[src/rtl/dmem_bus_arbiter.sv]
// Arbitrates the data-memory bus between the pipeline MEM stage and a DMA master.
// The CPU has priority; repeated DMA losses force a bounded DMA burst that stalls the pipeline.
module dmem_bus_arbiter #(
  parameter int STARVE_LIMIT = 4,
  parameter int BURST_MAX    = 8
) (
  input  logic        clk,
  input  logic        reset,
  input  logic        cpu_rd,
  input  logic        cpu_wr,
  input  logic [31:0] cpu_addr,
  input  logic [31:0] cpu_wdata,
  output logic [31:0] cpu_rdata,
  output logic        cpu_stall,
  input  logic        dma_req,
  input  logic        dma_wr,
  input  logic [31:0] dma_addr,
  input  logic [31:0] dma_wdata,
  output logic        dma_gnt,
  output logic [31:0] dma_rdata,
  output logic        dma_valid,
  output logic        mem_rd,
  output logic        mem_wr,
  output logic [31:0] mem_addr,
  output logic [31:0] mem_wdata,
  input  logic [31:0] mem_rdata
);

  typedef enum logic {
    CPU_PRI,
    DMA_BURST
  } state_e;

  localparam logic [7:0] StarveLast = 8'(STARVE_LIMIT - 1);
  localparam logic [7:0] BeatLast   = 8'(BURST_MAX - 1);

  state_e      state_q, state_d;
  logic [7:0]  starve_cnt_q, starve_cnt_d;
  logic [7:0]  beat_cnt_q, beat_cnt_d;
  logic        dma_valid_q;
  logic [31:0] dma_rdata_q;

  logic cpu_acc;
  logic in_burst;
  logic own_cpu;
  logic own_dma;

  // While reset is high the burst state is ignored, so the bus already behaves as CPU_PRI.
  always_comb begin
    cpu_acc      = cpu_rd | cpu_wr;
    in_burst     = (state_q == DMA_BURST) && !reset;
    own_cpu      = 1'b0;
    own_dma      = 1'b0;
    cpu_stall    = 1'b0;
    state_d      = state_q;
    starve_cnt_d = starve_cnt_q;
    beat_cnt_d   = beat_cnt_q;

    if (!in_burst) begin
      state_d = CPU_PRI;
      if (cpu_acc) begin
        own_cpu = 1'b1;
        if (dma_req) begin
          if (starve_cnt_q == StarveLast) begin
            state_d      = DMA_BURST;
            starve_cnt_d = 8'd0;
            beat_cnt_d   = 8'd0;
          end else begin
            starve_cnt_d = starve_cnt_q + 8'd1;
          end
        end else begin
          starve_cnt_d = 8'd0;
        end
      end else begin
        own_dma      = dma_req;
        starve_cnt_d = 8'd0;
      end
    end else begin
      starve_cnt_d = 8'd0;
      if (dma_req) begin
        own_dma    = 1'b1;
        cpu_stall  = cpu_acc;
        beat_cnt_d = beat_cnt_q + 8'd1;
        if (beat_cnt_q == BeatLast) begin
          state_d    = CPU_PRI;
          beat_cnt_d = 8'd0;
        end
      end else begin
        // DMA released the bus early: the CPU access goes ahead in this same cycle.
        state_d    = CPU_PRI;
        own_cpu    = cpu_acc;
        beat_cnt_d = 8'd0;
      end
    end
  end

  always_comb begin
    mem_rd    = 1'b0;
    mem_wr    = 1'b0;
    mem_addr  = 32'd0;
    mem_wdata = 32'd0;
    if (own_cpu) begin
      mem_rd    = cpu_rd;
      mem_wr    = cpu_wr;
      mem_addr  = cpu_addr;
      mem_wdata = cpu_wdata;
    end else if (own_dma) begin
      mem_rd    = !dma_wr;
      mem_wr    = dma_wr;
      mem_addr  = dma_addr;
      mem_wdata = dma_wdata;
    end
  end

  always_ff @(posedge clk) begin
    if (reset) begin
      state_q      <= CPU_PRI;
      starve_cnt_q <= 8'd0;
      beat_cnt_q   <= 8'd0;
      dma_valid_q  <= 1'b0;
      dma_rdata_q  <= 32'd0;
    end else begin
      state_q      <= state_d;
      starve_cnt_q <= starve_cnt_d;
      beat_cnt_q   <= beat_cnt_d;
      dma_valid_q  <= own_dma && !dma_wr;
      if (own_dma && !dma_wr) begin
        dma_rdata_q <= mem_rdata;
      end
    end
  end

  assign cpu_rdata = mem_rdata;
  assign dma_gnt   = own_dma;
  assign dma_valid = dma_valid_q;
  assign dma_rdata = dma_rdata_q;

endmodule

[config.mk]
export PLATFORM = sky130hd
export DESIGN_NAME = dmem_bus_arbiter
export DESIGN_NICKNAME = d
export VERILOG_FILES = /design/src/rtl/dmem_bus_arbiter.sv
export SDC_FILE = /design/constraint.sdc
export NUM_CORES = 1
export LEC_CHECK = 0
export CORE_AREA = 8 8 109 111
export CTS_BUF_LIST = sky130_fd_sc_hd__clkbuf_8
export CTS_CLUSTER_DIAMETER = 200
export DETAILED_ROUTE_END_ITERATION = 16
export DIE_AREA = 0 0 117 119
export GPL_TIMING_DRIVEN = 0
export PLACE_DENSITY = 0.79
export SETUP_SLACK_MARGIN = 0.05
export SLEW_MARGIN = 20
export SYNTH_ARGS = -nofsm -noshare
export SYNTH_HDL_FRONTEND = slang
export SYNTH_SLANG_ARGS = --single-unit
[constraint.sdc]
create_clock -name clk -period 3.15 [get_ports clk]
set_input_delay 0.4725 -clock clk [delete_from_list [all_inputs] [get_ports clk]]
set_output_delay 0.4725 -clock clk [all_outputs]
set_load 0.05 [all_outputs]
==> impl_metrics.env, run 1 <==
export IMPL_drive_gt1_frac=0.187
export IMPL_relSlewSlack=0.557
export IMPL_die_y_um=119
export IMPL_clock_path_buffers=2
export IMPL_switching_share=0.389
export IMPL_setup_viol=0
export IMPL_worst_hold_slack_ns=0.459
export IMPL_end_kind="output port"
export IMPL_path_cells="clkdlybuf4s50_1 > and2b_2 > o21a_1 > buf_2 > clkbuf_4 > a22o_1 > clkdlybuf4s15_1"
export IMPL_place_congestion=0.946
export IMPL_initial_core_util=0.279
export IMPL_combPwrFrac=0.466
export IMPL_critPathArrivalTime_ns=2.53
export IMPL_fmax_ghz=0.333
export IMPL_finalHoldViolations=0
export IMPL_routedWlPerCell_um=20.7
export IMPL_yosys_area_share_simple=0.171
export IMPL_drt_antenna_violating_nets=0
export IMPL_status="finished clean"
export IMPL_syn_to_final_growth_pct=117
export IMPL_p_sw_uw=763
export IMPL_finClkSkew_ns=0.00591
export IMPL_synth_area_per_cell_um2=8.08
export IMPL_async_flop_share=0
export IMPL_ctsHoldBuffers=0
export IMPL_yosysUniqueCellTypes=33
export IMPL_ys_seq_elements=50
export IMPL_grt_start_max_net_pins=19
export IMPL_layout_common_cells="clkdlybuf4s50_1, nand2_1, a22o_1, dfxtp_1, clkdlybuf4s15_2"
export IMPL_dp_hpwl_um=14100
export IMPL_synth_compound_area_share=0.312
export IMPL_syn_area_mm2=0.00281
export IMPL_synth_warnings=0
export IMPL_slowest_stage="clkdlybuf4s50_1"
export IMPL_hold_path_class="flop to flop"
export IMPL_crit_fanout=10
export IMPL_crit_path_max_incr_delay_ns=0.48
export IMPL_cts_tree="done"
export IMPL_die_w_um=117
export IMPL_pre_cts_ws_ns=-0.754
export IMPL_yosys_area_share_xor_xnor=0.0249
export IMPL_grt_usage=0.214
export IMPL_totalWireLength_um=16300
export IMPL_intPower_mw=1.20
export IMPL_yosysSeqAreaShare=0.356
export IMPL_max_cap_violations=0
export IMPL_power_frac_seq=0.330
export IMPL_tightest_slew_ns=0.659
export IMPL_final_common_cell="clkdlybuf4s50_1"
export IMPL_synth_cells=348
export IMPL_required_ns=2.68
export IMPL_clkPwrFrac=0.203
export IMPL_numPortBuffers=297
export IMPL_critPathKind="input port to output port"
export IMPL_cts_sink_count=50
export IMPL_num_vias=3722
export IMPL_ys_flop_type="dfxtp_1"
export IMPL_grt_overflow=0
export IMPL_path_buf_inv=4
export IMPL_rsz0062_at_grt="true"
export IMPL_vias_per_cell=4.71
export IMPL_synthMuxAreaShare=0.00401
export IMPL_rows=37
export IMPL_setup_ws_ns=0.144
export IMPL_finalCriticalPeriod_ns=3.01
export IMPL_cts_root_buf="clkbuf_8"
export IMPL_clk_latency_ns=0.31
export IMPL_cts_htree_levels=2
export IMPL_grt_pass1_vias=3682
export IMPL_ioPinCount=299
export IMPL_finalMaxSlewViolations=0
export IMPL_path_clk_slew_ns=0.10
export IMPL_coreArea_mm2=0.0101
export IMPL_powerDensity_mw_per_mm2=321
export IMPL_cts_buffers=5
export IMPL_antennaDiodeCount=0
export IMPL_synth_fa_ha_area_frac=0.00890
export IMPL_total_power_mw=1.96
export IMPL_grt_pass1_wl_um=22500
export IMPL_final_min_period_over_clock_period=0.954
export IMPL_grt_antenna_before_repair=0
export IMPL_p_leak_nw=2.47
export IMPL_syn_nets=516
export IMPL_drt_iter0_drc=194
export IMPL_die_area_mm2=0.0139
export IMPL_fin_nets=821
export IMPL_cp_start_kind="input port"
export IMPL_drc=0
export IMPL_synth_top_family_by_area="compound AO/OA/AOI/OAI gates"
export IMPL_critPathTopFamily="buffers and inverters"
export IMPL_synth_edf_count=0
export IMPL_vdd_drop_max_v=0.000185
export IMPL_first_pass_iters=6
## worst paths after layout
kind                                   start                         end  slack, ns  depth (start not counted)
hold / removal     dma_rdata[1]$_SDFFE_PP0P_   dma_rdata[1]$_SDFFE_PP0P_       0.46                          2
setup / recovery                       reset                mem_addr[12]       0.14                          7
setup reg to reg  starve_cnt_q[0]$_SDFF_PP0_  beat_cnt_q[7]$_SDFFE_PP0P_       1.28                          5
hold reg to reg    dma_rdata[1]$_SDFFE_PP0P_   dma_rdata[1]$_SDFFE_PP0P_       0.46                          2
## stage by stage
| stage | cell area [µm²] | cells | utilization | TNS, ns |
|---|---|---|---|---|
| finish | 6100 | 790 | 0.604 | 0 |
| CTS | 6130 | 790 | 0.608 | 0 |
| floorplan | 2810 | 348 | - | 0 |
| detailed placement | 5950 | 781 | 0.590 | -38.55 |
| global placement | 5950 | 781 | 0.590 | -36.99 |
| global route | 6100 | 790 | 0.604 | 0 |
## cells by family (layout without fill, tap and decap cells)
kind of cell    Yosys count  after routing
compound gates          118            118
simple gates            111            111
buf+inv                  58            364
flops                    50             50
xor+xnor                  8              8
fa+ha+maj                 2              2
mux                       1              1
## per-layer routing
| layer | routed length (µm) | share of wire | vias to the layer above | global-route usage |
|---|---|---|---|---|
| li1 | - | - | 1825 | - |
| met1 | 5630 | 0.34 | 1741 | 0.204 |
| met2 | 8950 | 0.55 | 137 | 0.425 |
| met3 | 1370 | 0.084 | 19 | 0.0611 |
| met4 | 374 | 0.023 | 0 | 0.0616 |
| met5 | 0 | 0 | - | 0 |
## tightest hold or removal path: stages (launching register included)
cell and delay [ns]:
dfxtp_1 0.32, nand2_1 0.05, a21oi_1 0.05
## flip-flops by register name, summed over array words and instances (netlist names)
register and cells:
beat_cnt_q 8, dma_valid 1, starve_cnt_q 8, dma_rdata 32, state_q 1
## synthesized netlist by cell type, drive strengths merged (3+ instances only)
library cell | n | share of area
o21ai | 4 | 0.0071
clkbuf | 16 | 0.021
nor2 | 16 | 0.021
nand3 | 5 | 0.0089
xnor2 | 4 | 0.012
nand2 | 77 | 0.10
buf | 40 | 0.098
a21oi | 37 | 0.066
xor2 | 4 | 0.012
dfxtp | 50 | 0.36
nor3 | 3 | 0.0071
a22o | 66 | 0.21
## power groups by stage
stage / clock (mW) / sequential (mW) / combinational (mW)
finish: 0.398 / 0.647 / 0.914
global route: 0.439 / 0.648 / 0.944
CTS: 0.413 / 0.647 / 0.922
detailed placement: 0 / 0.661 / 0.940
global placement: 0 / 0.661 / 0.935
floorplan: 0 / 0.691 / 0.461
## cell type report
type                       instances  area (µm²)
clock inverter                     3        28.8
multi-input combinational        240        1480
fill                             951        4000
sequential                        50        1000
buffer                            56         350
timing repair buffer             298        2990
inverter                           2        7.51
tap                              136         170
clock buffer                       5        68.8
## what timing repair did
action	4_1_cts	5_1_grt
buffers inserted	1	0
setup endpoints to repair	67	56
gates resized for setup	190	26
pin swaps	1	0
hold endpoints to repair	0	0
(Power assumes the default switching activity.)
==> run 2, diff against run 1 <==
- SLEW_MARGIN: 20 -> 10
==> results of run 2 <==
The final DEF is identical to that of run 1; final timing and power are the same.
==> RTL edit: new RTL, settings of run 2 <==
Make the reset (`reset`) asynchronous in one clocked block.
--- a/src/rtl/dmem_bus_arbiter.sv
+++ b/src/rtl/dmem_bus_arbiter.sv
@@ -113,5 +113,5 @@
   end
 
-  always_ff @(posedge clk) begin
+  always_ff @(posedge clk or posedge reset) begin
     if (reset) begin
       state_q      <= CPU_PRI;
Behaviour: differs if reset is asserted again (counterexample within 4 cycles, from zero or initial values and one cycle with reset high); with reset held inactive, the same outputs for 10 cycles.
==> RTL edit against run 2 <==
- combinational power up 68%
- critical endpoint is now mem_wdata[17]
- cell area up 0.74%
- fmax up 1.8%
- worst setup slack better by 0.053 ns
- area after synthesis up 11%
- sequential cell count unchanged
- die area unchanged
- power up 39%
- routed wire length down 9.4%
==> RTL edit: results <==
<?xml version="1.0" encoding="UTF-8"?>
<metrics>
  <group name="run_status">
    <metric name="status" unit="">finished, final reports clean</metric>
  </group>
  <group name="final_layout">
    <metric name="drive_gt1_share" unit="%">26.1</metric>
    <metric name="fill_cells" unit="">906</metric>
    <metric name="fin_nets" unit="">754</metric>
    <metric name="largest_reg_flops" unit="">32</metric>
    <metric name="antenna_cells_inserted" unit="">0</metric>
  </group>
  <group name="pwr">
    <metric name="leakage" unit="nW">2.93</metric>
    <metric name="max-vdd-ir-drop" unit="mV">0.397</metric>
  </group>
  <group name="global_routing">
    <metric name="initial_antenna_violation_count" unit="">0</metric>
    <metric name="grt_pass1_vias" unit="">3604</metric>
    <metric name="grt_pass1_wl" unit="um">21200</metric>
    <metric name="grt_max_degree" unit="">39</metric>
    <metric name="global_route.usage.total" unit="%">19.8</metric>
  </group>
  <group name="synth">
    <metric name="synth_top_cell_area_share" unit="%">40.1</metric>
    <metric name="primary_ff_master_synth" unit="">dfrtp_1</metric>
    <metric name="post_synth_num_cell_types" unit="">32</metric>
    <metric name="asyncSetResetFlopFracSynth" unit="%">100</metric>
    <metric name="synth.area.top_cells" unit="">dfrtp_1 (40%), a22o_1 (19%), mux2_4 (13%)</metric>
    <metric name="ys_seq_area_share" unit="%">40.1</metric>
    <metric name="synthTopCellsByCount" unit="">a22o_1 (66), dfrtp_1 (50), buf_4 (33)</metric>
    <metric name="synthesis.nets" unit="">448</metric>
    <metric name="yosysWarningCount" unit="">0</metric>
  </group>
  <group name="route">
    <metric name="first_iter_violations" unit="">140</metric>
    <metric name="drt_pass1_iterations" unit="">4</metric>
    <metric name="via_per_inst" unit="">4.69</metric>
    <metric name="drt_wl_total" unit="um">14800</metric>
  </group>
  <group name="cts">
    <metric name="tritoncts_buffers" unit="">5</metric>
    <metric name="clk_pin_slew" unit="ns">0.09</metric>
    <metric name="ctsLongestPathBuffers" unit="">2</metric>
    <metric name="post-cts-setup-buffer-count" unit="">0</metric>
    <metric name="cts.htree.levels" unit="">2</metric>
    <metric name="clk-insertion-delay-late" unit="ns">0.30</metric>
    <metric name="cts_root_buffer" unit="">clkbuf_8</metric>
  </group>
  <group name="timing">
    <metric name="worstMarginPinSlew" unit="ns">0.687</metric>
    <metric name="fin_worst_skew" unit="ns">0.00736</metric>
  </group>
  <group name="critical_path">
    <metric name="timing.reg2reg.worst_path_depth" unit="">4</metric>
    <metric name="crit_arrival" unit="ns">2.48</metric>
    <metric name="worst_path_largest_cell_delay" unit="ns">0.55</metric>
    <metric name="worstPathMaxFanout" unit="">10</metric>
    <metric name="critical-path-slowest-cell" unit="">clkdlybuf4s50_1</metric>
    <metric name="critPathTopFamily" unit="">buffers and inverters</metric>
  </group>
  <group name="hold_path">
    <metric name="hold_class" unit="">reg2reg</metric>
    <metric name="min_path_cells" unit="">1</metric>
  </group>
  <group name="placed_design">
    <metric name="place_area" unit="um^2">6290</metric>
    <metric name="dp_hpwl" unit="um">12800</metric>
    <metric name="gpl_congestion" unit="">0.969</metric>
    <metric name="buffer_ports.inserted" unit="">298</metric>
  </group>
</metrics>
==> RTL edit: cell count changes after synthesis, moves of 3 or more <==
| cell | before | now |
|---|---|---|
| mux2_2 | 1 | 4 |
| buf_1 | 3 | 0 |
| dfxtp_1 | 50 | 0 |
| a21oi_1 | 37 | 1 |
| buf_6 | 0 | 3 |
| buf_2 | 5 | 12 |
| nand3_1 | 5 | 14 |
| clkbuf_1 | 16 | 2 |
| mux2_4 | 0 | 28 |
| nand2_1 | 77 | 12 |
| dfrtp_1 | 0 | 50 |
| or3_1 | 0 | 4 |
| nor2_1 | 16 | 12 |
==> RTL edit: cell type report <==
cell class | instances | area, um^2 | area share, %
inverter | 4 | 15.0 | 0.244
clock inverter | 2 | 12.5 | 0.204
sequential | 50 | 1250 | 20.4
buffer | 50 | 353 | 5.75
clock buffer | 6 | 82.6 | 1.34
tap | 136 | 170 | 2.77
timing repair buffer | 299 | 2760 | 44.9
multi-input combinational | 175 | 1500 | 24.4
==> RTL edit: through the flow <==
stage	hold WS (ns)	std cells	setup WS, ns
after floorplan	0.474	279	0.682
after global placement	0.490	713	-0.238
after detailed placement	0.492	714	-0.288
after CTS	0.514	722	0.0513
after global routing	0.531	722	0.0516
final	0.511	722	0.197
==> RTL edit: worst paths after layout <==
kind,start,end,slack (ns)
max,reset,mem_wdata[17],0.20
min,starve_cnt_q[0]$_DFF_PP0_,starve_cnt_q[0]$_DFF_PP0_,0.51
min reg2reg,starve_cnt_q[0]$_DFF_PP0_,starve_cnt_q[0]$_DFF_PP0_,0.51
min in group asynchronous,reset,starve_cnt_q[4]$_DFF_PP0_,0.54
max reg2reg,starve_cnt_q[0]$_DFF_PP0_,beat_cnt_q[1]$_DFFE_PP0P_,1.43
max in group asynchronous,reset,dma_rdata[12]$_DFFE_PP0P_,2.11
==> RTL edit: kinds of logic (layout without fill, tap and decap cells) <==
kind of cell,Yosys count,after routing,share of synthesized area (%)
xor gates and xnor gates,7,7,1.97
and+or+nand+nor,58,58,9.71
AOI/OAI and AO/OA,75,75,20.4
muxes,32,32,14.9
buffers and inverters,54,361,11.7
adders and majority gates,3,3,1.20
DFF,50,50,40.1
==> RTL edit: where the power goes <==
group	switching [W]	internal (W)	total [W]	leakage, nW
clock	0.000212	0.000179	0.000391	0.0530
sequential	0.0000612	0.000742	0.000803	0.632
combinational	0.000912	0.000624	0.00154	2.24
==> RTL edit: per-layer routing <==
metal / global-route usage [%] / part of all wire (%) / vias to the layer above
met5: 0 / 0 / -
met4: 4.24 / 1.2 / 0
met3: 6.52 / 8.4 / 10
met2: 37.6 / 55 / 130
met1: 20.3 / 36 / 1630
li1: - / - / 1615
==> RTL edit: repair_timing <==
| item | CTS | global route |
|---|---|---|
| setup endpoints to repair | 67 | 52 |
| hold buffers | 0 | 0 |
| resized for setup | 129 | 67 |
